==> src/rtl/pll_lock_monitor.sv <==
// pll_lock_monitor: sequences PLL reset, deglitches lock, holds off and releases the system reset
module pll_lock_monitor #(
  parameter int unsigned RST_CYCLES     = 16,
  parameter int unsigned DEGLITCH       = 4,
  parameter int unsigned HOLDOFF_CYCLES = 1024,
  parameter int unsigned LOCK_TIMEOUT   = 65536
) (
  input  logic       input_clk_25MHz,
  input  logic       reset_n,
  input  logic       locked,
  input  logic       clear_count,
  output logic       pll_rst,
  output logic       sys_rst_n,
  output logic       ready,
  output logic [7:0] lock_loss_count,
  output logic       timeout_err,
  output logic [1:0] state
);
  typedef enum logic [1:0] {PLLRST, WAIT, HOLD, RUN} state_t;
  localparam int unsigned DW = $clog2(DEGLITCH + 1);
  localparam logic [DW-1:0] DG_LAST   = DW'(DEGLITCH - 1);
  localparam logic [31:0]   RST_LAST  = 32'(RST_CYCLES - 1);
  localparam logic [31:0]   HOLD_LAST = 32'(HOLDOFF_CYCLES - 1);
  localparam logic [31:0]   TMO_LAST  = 32'(LOCK_TIMEOUT - 1);
  state_t cur, nxt;
  logic [1:0] sync_ff;
  logic sync_lock, stable_lock, loss, tmo;
  logic [DW-1:0] run_cnt;
  logic [31:0] cnt;
  assign sync_lock = sync_ff[1];
  assign state = cur;
  // two-flop synchronizer for the asynchronous lock input
  always_ff @(posedge input_clk_25MHz or negedge reset_n)
    if (!reset_n) sync_ff <= '0;
    else sync_ff <= {sync_ff[0], locked};
  // lock is stable after DEGLITCH consecutive high samples; any low sample restarts the run
  always_ff @(posedge input_clk_25MHz or negedge reset_n)
    if (!reset_n) begin
      run_cnt <= '0;
      stable_lock <= 1'b0;
    end else if (!sync_lock) begin
      run_cnt <= '0;
      stable_lock <= 1'b0;
    end else if (run_cnt == DG_LAST) stable_lock <= 1'b1;
    else run_cnt <= run_cnt + 1'b1;
  // next-state decode; the timer counts edges since entering the current state
  always_comb begin
    nxt = cur;
    loss = 1'b0;
    tmo = 1'b0;
    case (cur)
      PLLRST: nxt = (cnt == RST_LAST) ? WAIT : PLLRST;
      WAIT: begin
        nxt = stable_lock ? HOLD : (cnt == TMO_LAST) ? PLLRST : WAIT;
        tmo = !stable_lock && cnt == TMO_LAST;
      end
      HOLD: nxt = !sync_lock ? WAIT : (cnt == HOLD_LAST) ? RUN : HOLD;
      RUN: begin
        nxt = sync_lock ? RUN : PLLRST;
        loss = !sync_lock;
      end
      default: nxt = PLLRST;
    endcase
  end
  // state, timer and registered outputs decoded from the next state
  always_ff @(posedge input_clk_25MHz or negedge reset_n)
    if (!reset_n) begin
      cur <= PLLRST;
      cnt <= '0;
      pll_rst <= 1'b1;
      sys_rst_n <= 1'b0;
      ready <= 1'b0;
      lock_loss_count <= '0;
      timeout_err <= 1'b0;
    end else begin
      cur <= nxt;
      cnt <= (nxt != cur || cur == RUN) ? '0 : cnt + 32'd1;
      pll_rst <= nxt == PLLRST;
      sys_rst_n <= nxt == RUN;
      ready <= nxt == RUN;
      lock_loss_count <= clear_count ? '0 : (loss && lock_loss_count != 8'hFF) ? lock_loss_count + 8'd1 : lock_loss_count;
      timeout_err <= !clear_count && (timeout_err || tmo);
    end
endmodule

==> config.mk <==
export PLATFORM = sky130hd
export DESIGN_NAME = pll_lock_monitor
export DESIGN_NICKNAME = d
export VERILOG_FILES = /design/src/rtl/pll_lock_monitor.sv
export SDC_FILE = /design/constraint.sdc
export NUM_CORES = 1
export LEC_CHECK = 0
export BUFFER_PORTS_ARGS = -buffer_cell sky130_fd_sc_hd__buf_2
export CORE_ASPECT_RATIO = 1.5
export CORE_MARGIN = 2
export CORE_UTILIZATION = 50
export DETAILED_ROUTE_END_ITERATION = 7
export MAX_ROUTING_LAYER = met4
export PLACE_DENSITY = 0.68
export SYNTH_ARGS = -nofsm -noshare
export SYNTH_HDL_FRONTEND = slang
export SYNTH_SLANG_ARGS = --single-unit
==> constraint.sdc <==
create_clock -name input_clk_25MHz -period 4.8 [get_ports input_clk_25MHz]
set_input_delay 0.72 -clock input_clk_25MHz [delete_from_list [all_inputs] [get_ports input_clk_25MHz]]
set_output_delay 0.72 -clock input_clk_25MHz [all_outputs]
set_load 0.05 [all_outputs]
After elaboration in Yosys (flattened, before gate mapping)
Cells that the tools add are included.
Widths: inputs -> output; s select.
Word-level totals
  register bits after elaboration: 51
  input port bits: 4
  logic and storage cells: 51
Cells by class
  add/subtract/negate cells: 3
  eq/ne operators: 12
  muxes and demuxes: 16
  reductions and logical operators: 11
Operator list (count)
  $add 32x1->32 const B: 1
  $eq 32x10->1 const B: 1
  $eq 32x16->1 const B: 1
  $eq 32x4->1 const B: 1
  $mux 32: 1
  $mux 8: 2
  $add 8x1->8 const B: 1
  $ne 8x8->1 const B: 1
  $pmux 2 s4: 1
  $mux 1: 7
  $eq 2x2->1 const B: 3
  $mux 2: 3
  $mux 3: 2
  $logic_not 2->1: 2
  $add 3x1->3 const B: 1
  $eq 3x2->1 const B: 1
  $logic_and 1x1->1: 3
  $logic_not 1->1: 3
  $eq 2x1->1 const B: 1
  $logic_or 1x1->1: 2
  $ne 2x1->1 const B: 1
  $ne 2x2->1: 1
  $ne 2x2->1 const B: 1
  $reduce_bool 2->1: 1

Longest topological paths before layout
Gate-level depths: netlist of the first run.
  depth in word-level cells: 7
  gate-level depth with buffers: 7

Least setup slack after synthesis of the first run
Ideal clock, no wire load.
  kind: input-to-reg
  from: in state[1]
  to: reg cnt[0]
  setup time: 0.144 ns
  arrival: 2.086 ns
  data required time: 4.656 ns
  setup slack: 2.570 ns
  cell stages on the path: 7
  cells stage by stage: dfrtp_1 > or4_1 > nor2_1 > o2111ai_1 > a221oi_4 > buf_6 > a21oi_2
Between the ends
  longest elaborated chain between the ends: 5
RTL lines
  start, declared: RTL line 17  | output logic [1:0] state
  $eq 2x2->1 (tied with other cells): RTL line 51, 77
  $pmux 2 s4: RTL line 51  | case (cur)
  $ne 2x2->1: RTL line 77  | cnt <= (nxt != cur || cur == RUN) ? '0 : cnt + 32'd1;
  $logic_or 1x1->1 (*): RTL line 77
  $mux 32 (*): RTL line 77
  end signal, assigned: RTL line 77
  end, declared: RTL line 29  | logic [31:0] cnt;
Every way passes the cells marked *; elsewhere a longest branch is shown, timed or not.
A chain may end at the register's enable or synchronous reset.

Worst setup path in the final report of the first run
  from: in cnt[11]
  to: reg cnt[31]
Between the ends
  longest elaborated chain between the ends: 7
RTL lines (RTL line)
  $eq 32x10->1 or $eq 32x16->1 (tied branches): 57, 54
  $mux 1, on equally long branches: 57, 54
  $mux 2, on equally long branches: 57, 54
  $pmux 2 s4: 51
  $ne 2x2->1: 77
  $logic_or 1x1->1: 77
  $mux 32 (*): 77
Marks and branches as above.

==> results of run 1 <==
==> how the worst min path moves through the flow <==
stage | startpoint | end
CTS | sync_ff[0] | sync_ff[1]
finish | sync_ff[0] | sync_ff[1]
global route | sync_ff[0] | sync_ff[1]
detailed placement | sync_ff[0] | sync_ff[1]
global placement | sync_ff[0] | sync_ff[1]
floorplan | sync_ff[0] | sync_ff[1]
==> report_power, final <==
group / internal [mW] / total [mW] / switching (mW)
Clock: 0.208 / 0.350 / 0.142
Combinational: 0.0761 / 0.217 / 0.141
Sequential: 0.467 / 0.506 / 0.0387
Total: 0.751 / 1.07 / 0.321
==> sequential cells by signal, indices dropped and copies added (netlist names) <==
signal,count
stable_lock,1
pll_rst,1
timeout_err,1
cnt,32
ready,1
sync_ff,2
state,2
run_cnt,3
lock_loss_count,8
==> Yosys cell counts <==
library cell	n	share of area [%]
and3_1	2	0.46
nand2_1	16	2.2
xor2_1	11	3.5
and2_1	1	0.23
or3_1	2	0.46
nor2_1	25	3.4
clkbuf_1	7	0.96
and3b_1	1	0.32
o2111ai_1	1	0.32
ha_1	4	1.8
a31oi_1	1	0.23
buf_6	3	1.2
nor3_4	1	0.60
a311oi_1	1	0.32
mux2i_1	1	0.37
inv_1	5	0.69
nor4_1	7	1.6
nor3b_1	1	0.27
a21oi_2	30	9.6
a221oi_4	1	0.96
buf_1	2	0.27
nand3_1	14	2.6
or4_4	1	0.41
a21boi_1	1	0.27
and4_1	7	2.2
a211oi_1	2	0.55
o21ai_0	4	0.73
or4_1	3	0.82
nor2b_1	3	0.69
dfstp_2	1	0.96
buf_4	1	0.27
dfrtp_1	50	46
nor4b_1	1	0.32
o21a_1	1	0.27
nand4_1	9	2.1
a21oi_1	7	1.3
xnor2_1	26	8.3
nor3_1	14	2.6
==> per-stage QoR <==
step,instances,cell area [µm²]
final,353,2990
after CTS,353,2990
after floorplan,268,2730
after detailed placement,345,2850
after global routing,353,2990
after global placement,345,2850
==> cells by family (layout without fill, tap and decap cells) <==
kind of cell | count (synthesis) | in the layout | share of synthesized area, %
buf+inv | 18 | 33 | 3.43
compound gates | 49 | 49 | 14.6
fa+ha+maj | 4 | 4 | 1.83
flops | 51 | 51 | 46.7
xor+xnor | 37 | 37 | 11.9
simple gates | 108 | 108 | 21.2
mux | 1 | 1 | 0.366
==> area by class of cell <==
type / instances / area (µm²)
clock buffers: 5 / 68.8
clock inverters: 3 / 67.6
repair buffers: 20 / 108
flip-flops and latches: 51 / 1280
well taps: 70 / 87.6
fillers: 488 / 2380
inverters: 5 / 18.8
multi-input cells: 199 / 1360
==> routing by layer <==
| layer | vias up | track usage, % |
|---|---|---|
| li1 | 983 | - |
| met1 | 961 | 20.7 |
| met2 | 38 | 36.3 |
| met3 | 11 | 3.22 |
| met4 | 0 | 7.62 |
| met5 | - | - |
==> results.cfg, run 1 <==
[worst_setup_path]
critPathBufInv = 1
arrival_ns = 2.63
reg2reg_depth = 6
path_depth = 6
cp_max_fo = 32
cp-end-kind = flip-flop
cp-start-kind = flip-flop
path_class = flip-flop to flip-flop
required_ns = 4.97
crit_family = simple AND/OR/NAND/NOR gates
r2r-start = cnt[11]
critPathCapture = cnt[31]
slowest_delay_ns = 0.56
path_cells = or4_4 -> nor3_4 -> o2111ai_1 -> a221oi_4 -> buf_4 -> a21oi_1
startpoint = cnt[11]
reg2reg_slack_ns = 2.34
r2r-end = cnt[31]
worst_path_max_delay_cell = or4_4

[clock_tree]
clk_latency_ns = 0.30
clk_pin_slew_worst_paths_ns = 0.09
post_cts_resized = 0
cts_buffer_depth = 2
ctsHtreeMaxLevel = 2
hold_buffers = 0
tritoncts = built
postCtsSetupBuffers = 0
cts_made_buffers = 5
cts.sinks = 51
root_buffer = clkbuf_8

[drt]
dr.pass1.iters = 4
wl_per_cell_um = 14.8
dr_wl_met3_um = 132
postRouteWirelength_um = 5230
first_iter_violations = 53
drc = 0
antenna_left = 0
wl_met2_um = 2850
maxUsedRoutingLayer = met4
vias = 1993
wl_met1_um = 2120
via_per_inst = 5.65

[cells_and_area]
mostFrequentLayoutCells = dfrtp_1, a21oi_2, xnor2_1
layout_commonest_cell = dfrtp_1
drive_gt1_share_pct = 21.9
final_util_pct = 55.7
syn2layout_area_growth_pct = 9.38
diodes = 0
final_nets = 290

[floorplan]
placementRows = 33
dieArea_um2 = 6090
num_io_pins = 18
start_util_pct = 50.9
die_h_um = 94.6
die_x_um = 64.4
coreArea_um2 = 5370

[yosys]
syn_area_per_cell_um2 = 10.2
ys_warn_count = 0
synth_cells = 268
syn_nets = 276
ys_ff_latch = 51
yosysSeqAreaShare_pct = 46.7
syn_area_um2 = 2730
synth.distinct_cells = 38

[sta]
max_slew_margin_pct = 58.0
fin_skew_ns = 0.00205
hold_violations = 0
grt_setup_unrepaired = false
tns_ns = 0
min_period_ns = 2.46
whs_ns = 0.357
fmax_ghz = 0.406
setup_viol = 0
worst_pin_slew_ns = 0.630
maxSlewViolCount = 0
setup_slack_ns = 2.34
post-route-period-util_pct = 51.3

[global_routing]
grt_antenna_before_repair = 0
grt_pass1_wl_um = 9030
grt_max_degree = 52
grt_usage_pct = 19.7
grt.overflow.total = 0
grt_pass1_vias = 2009

[hold_path]
min_path_cells = 0
hold_class = flip-flop to flip-flop

[power]
vdd_ir_drop_max_v = 0.000259
p_leak_nw = 1.19
power_density_nw_per_um2 = 359
p_total_mw = 1.07

[placement]
pre_cts_ws_ns = 2.32
numPortBuffers = 17
place_hpwl_um = 3680
gp_congestion = 0.809

[run_status]
status = complete, no violations

[flow_run]
drv_cap = 0
Power figures use the tool's default switching activity.
==> run 2, diff against run 1 <==
Settings changed: PLACE_DENSITY 0.68 to 0.7.
Clock period 4.8 ns to 2 ns, I/O delays scaled along.
==> results.cfg, run 2 (synthesis gave the netlist of run 1 again) <==
[run_status]
status = finished, violations left
violations = setup timing

[drt]
dr_wl_met3_um = 148
dr.pass1.iters = 4
wl_per_cell_um = 14.4
vias = 2153
postRouteWirelength_um = 5620
antenna_left = 0
drc = 0
via_per_inst = 5.52
maxUsedRoutingLayer = met4
wl_met1_um = 2320
first_iter_violations = 80
wl_met2_um = 3080

[cells_and_area]
syn2layout_area_growth_pct = 21.7
layout_commonest_cell = dfrtp_1
largest_reg_flops = 32
max_flop_register = cnt
nFillCells = 473
mostFrequentLayoutCells = dfrtp_1, buf_4, a21oi_2
final_nets = 327
design_area_um2 = 3330
drive_gt1_share_pct = 32.2
diodes = 0
reg.largest.list = cnt: 32 flops, lock_loss_count: 8 flops, run_cnt: 3 flops

[sta]
grt_setup_unrepaired = true
post-route-period-util_pct = 107
whs_ns = 0.00141
worst_pin_slew_ns = 0.628
setup_slack_ns = -0.133
hold_violations = 0
maxSlewViolCount = 0
min_period_ns = 2.13
fin_skew_ns = 0.00736
max_slew_margin_pct = 58.1
setup_viol = 32
tns_ns = -3.73
fmax_ghz = 0.469

[worst_setup_path]
worst_path_max_delay_cell = or4_4
crit_family = simple AND/OR/NAND/NOR gates
critPathBufInv = 1
r2r-start = cnt[11]
required_ns = 2.19
path_class = flip-flop to flip-flop
path_cells = or4_4 -> nor3_4 -> o2111ai_2 -> a221oi_4 -> buf_6 -> a21oi_2
slowest_delay_ns = 0.56
reg2reg_slack_ns = -0.13
cp-start-kind = flip-flop
arrival_ns = 2.33
cp_max_fo = 13
startpoint = cnt[11]
cp-end-kind = flip-flop

[floorplan]
placementRows = 33
dieArea_um2 = 6090
die_h_um = 94.6
start_util_pct = 50.9
coreArea_um2 = 5370
num_io_pins = 18
die_x_um = 64.4

[global_routing]
grt.overflow.total = 0
grt_antenna_before_repair = 0
grt_usage_pct = 20.4
grt_pass1_wl_um = 9460
grt_max_degree = 28
grt_pass1_vias = 2141

[clock_tree]
ctsHtreeMaxLevel = 2
cts_made_buffers = 5
post_cts_resized = 2
hold_buffers = 0
postCtsSetupBuffers = 0
tritoncts = built
cts.sinks = 51
clk_latency_ns = 0.30
cts_buffer_depth = 2
root_buffer = clkbuf_8
clk_pin_slew_worst_paths_ns = 0.09

[placement]
gp_congestion = 0.886
pre_cts_ws_ns = -0.129
numPortBuffers = 17
place_hpwl_um = 4100
place_area_um2 = 3180

[power]
vdd_ir_drop_max_v = 0.000466
p_total_mw = 2.68
power_density_nw_per_um2 = 807
p_leak_nw = 1.40

[flow_run]
drv_cap = 0

[hold_path]
hold_class = input port to asynchronous set/reset pin
## run 2: cell count changes in the layout (fill, tap and decap cells not counted), sizes merged
cell / previous run / this run
buf: 20 / 57
clkbuf: 5 / 6
clkinvlp: 1 / 0
## run 2: routing by layer
metal / up-vias / global-route usage [%]
met5: - / -
met1: 1059 / 22.1
met4: 0 / 6.38
met3: 10 / 3.46
li1: 1053 / -
met2: 31 / 37.7
## run 2: cell type report
| class | instances | area, µm² | share of cell area (%) |
|---|---|---|---|
| Clock buffer | 6 | 72.6 | 2.18 |
| Clock inverter | 2 | 60.1 | 1.81 |
| Inverter | 5 | 18.8 | 0.564 |
| Multi-Input combinational cell | 199 | 1380 | 41.4 |
| Sequential cell | 51 | 1280 | 38.5 |
| Tap cell | 70 | 87.6 | 2.63 |
| Timing Repair Buffer | 57 | 430 | 12.9 |
## run 2: through the flow
stage | instances | util (%)
global route | 390 | 62.0
finish | 390 | 62.0
floorplan | 268 | -
CTS | 390 | 61.8
detailed placement | 382 | 59.2
global placement | 382 | 59.2
## run 2: worst paths after layout
check,endpoint,cells past startpoint
max,cnt[30],6
min,stable_lock,1
max reg2reg,cnt[30],6
min reg2reg,sync_ff[1],0
max in group asynchronous,cnt[22],2
min in group input_clk_25MHz,sync_ff[0],1
## run 2: where the power goes
part           internal (mW)  total, mW  leakage (nW)  switching (mW)
clock network          0.500      0.834        0.0654           0.334
logic                  0.270      0.666         0.647           0.396
registers               1.12       1.18         0.688          0.0628
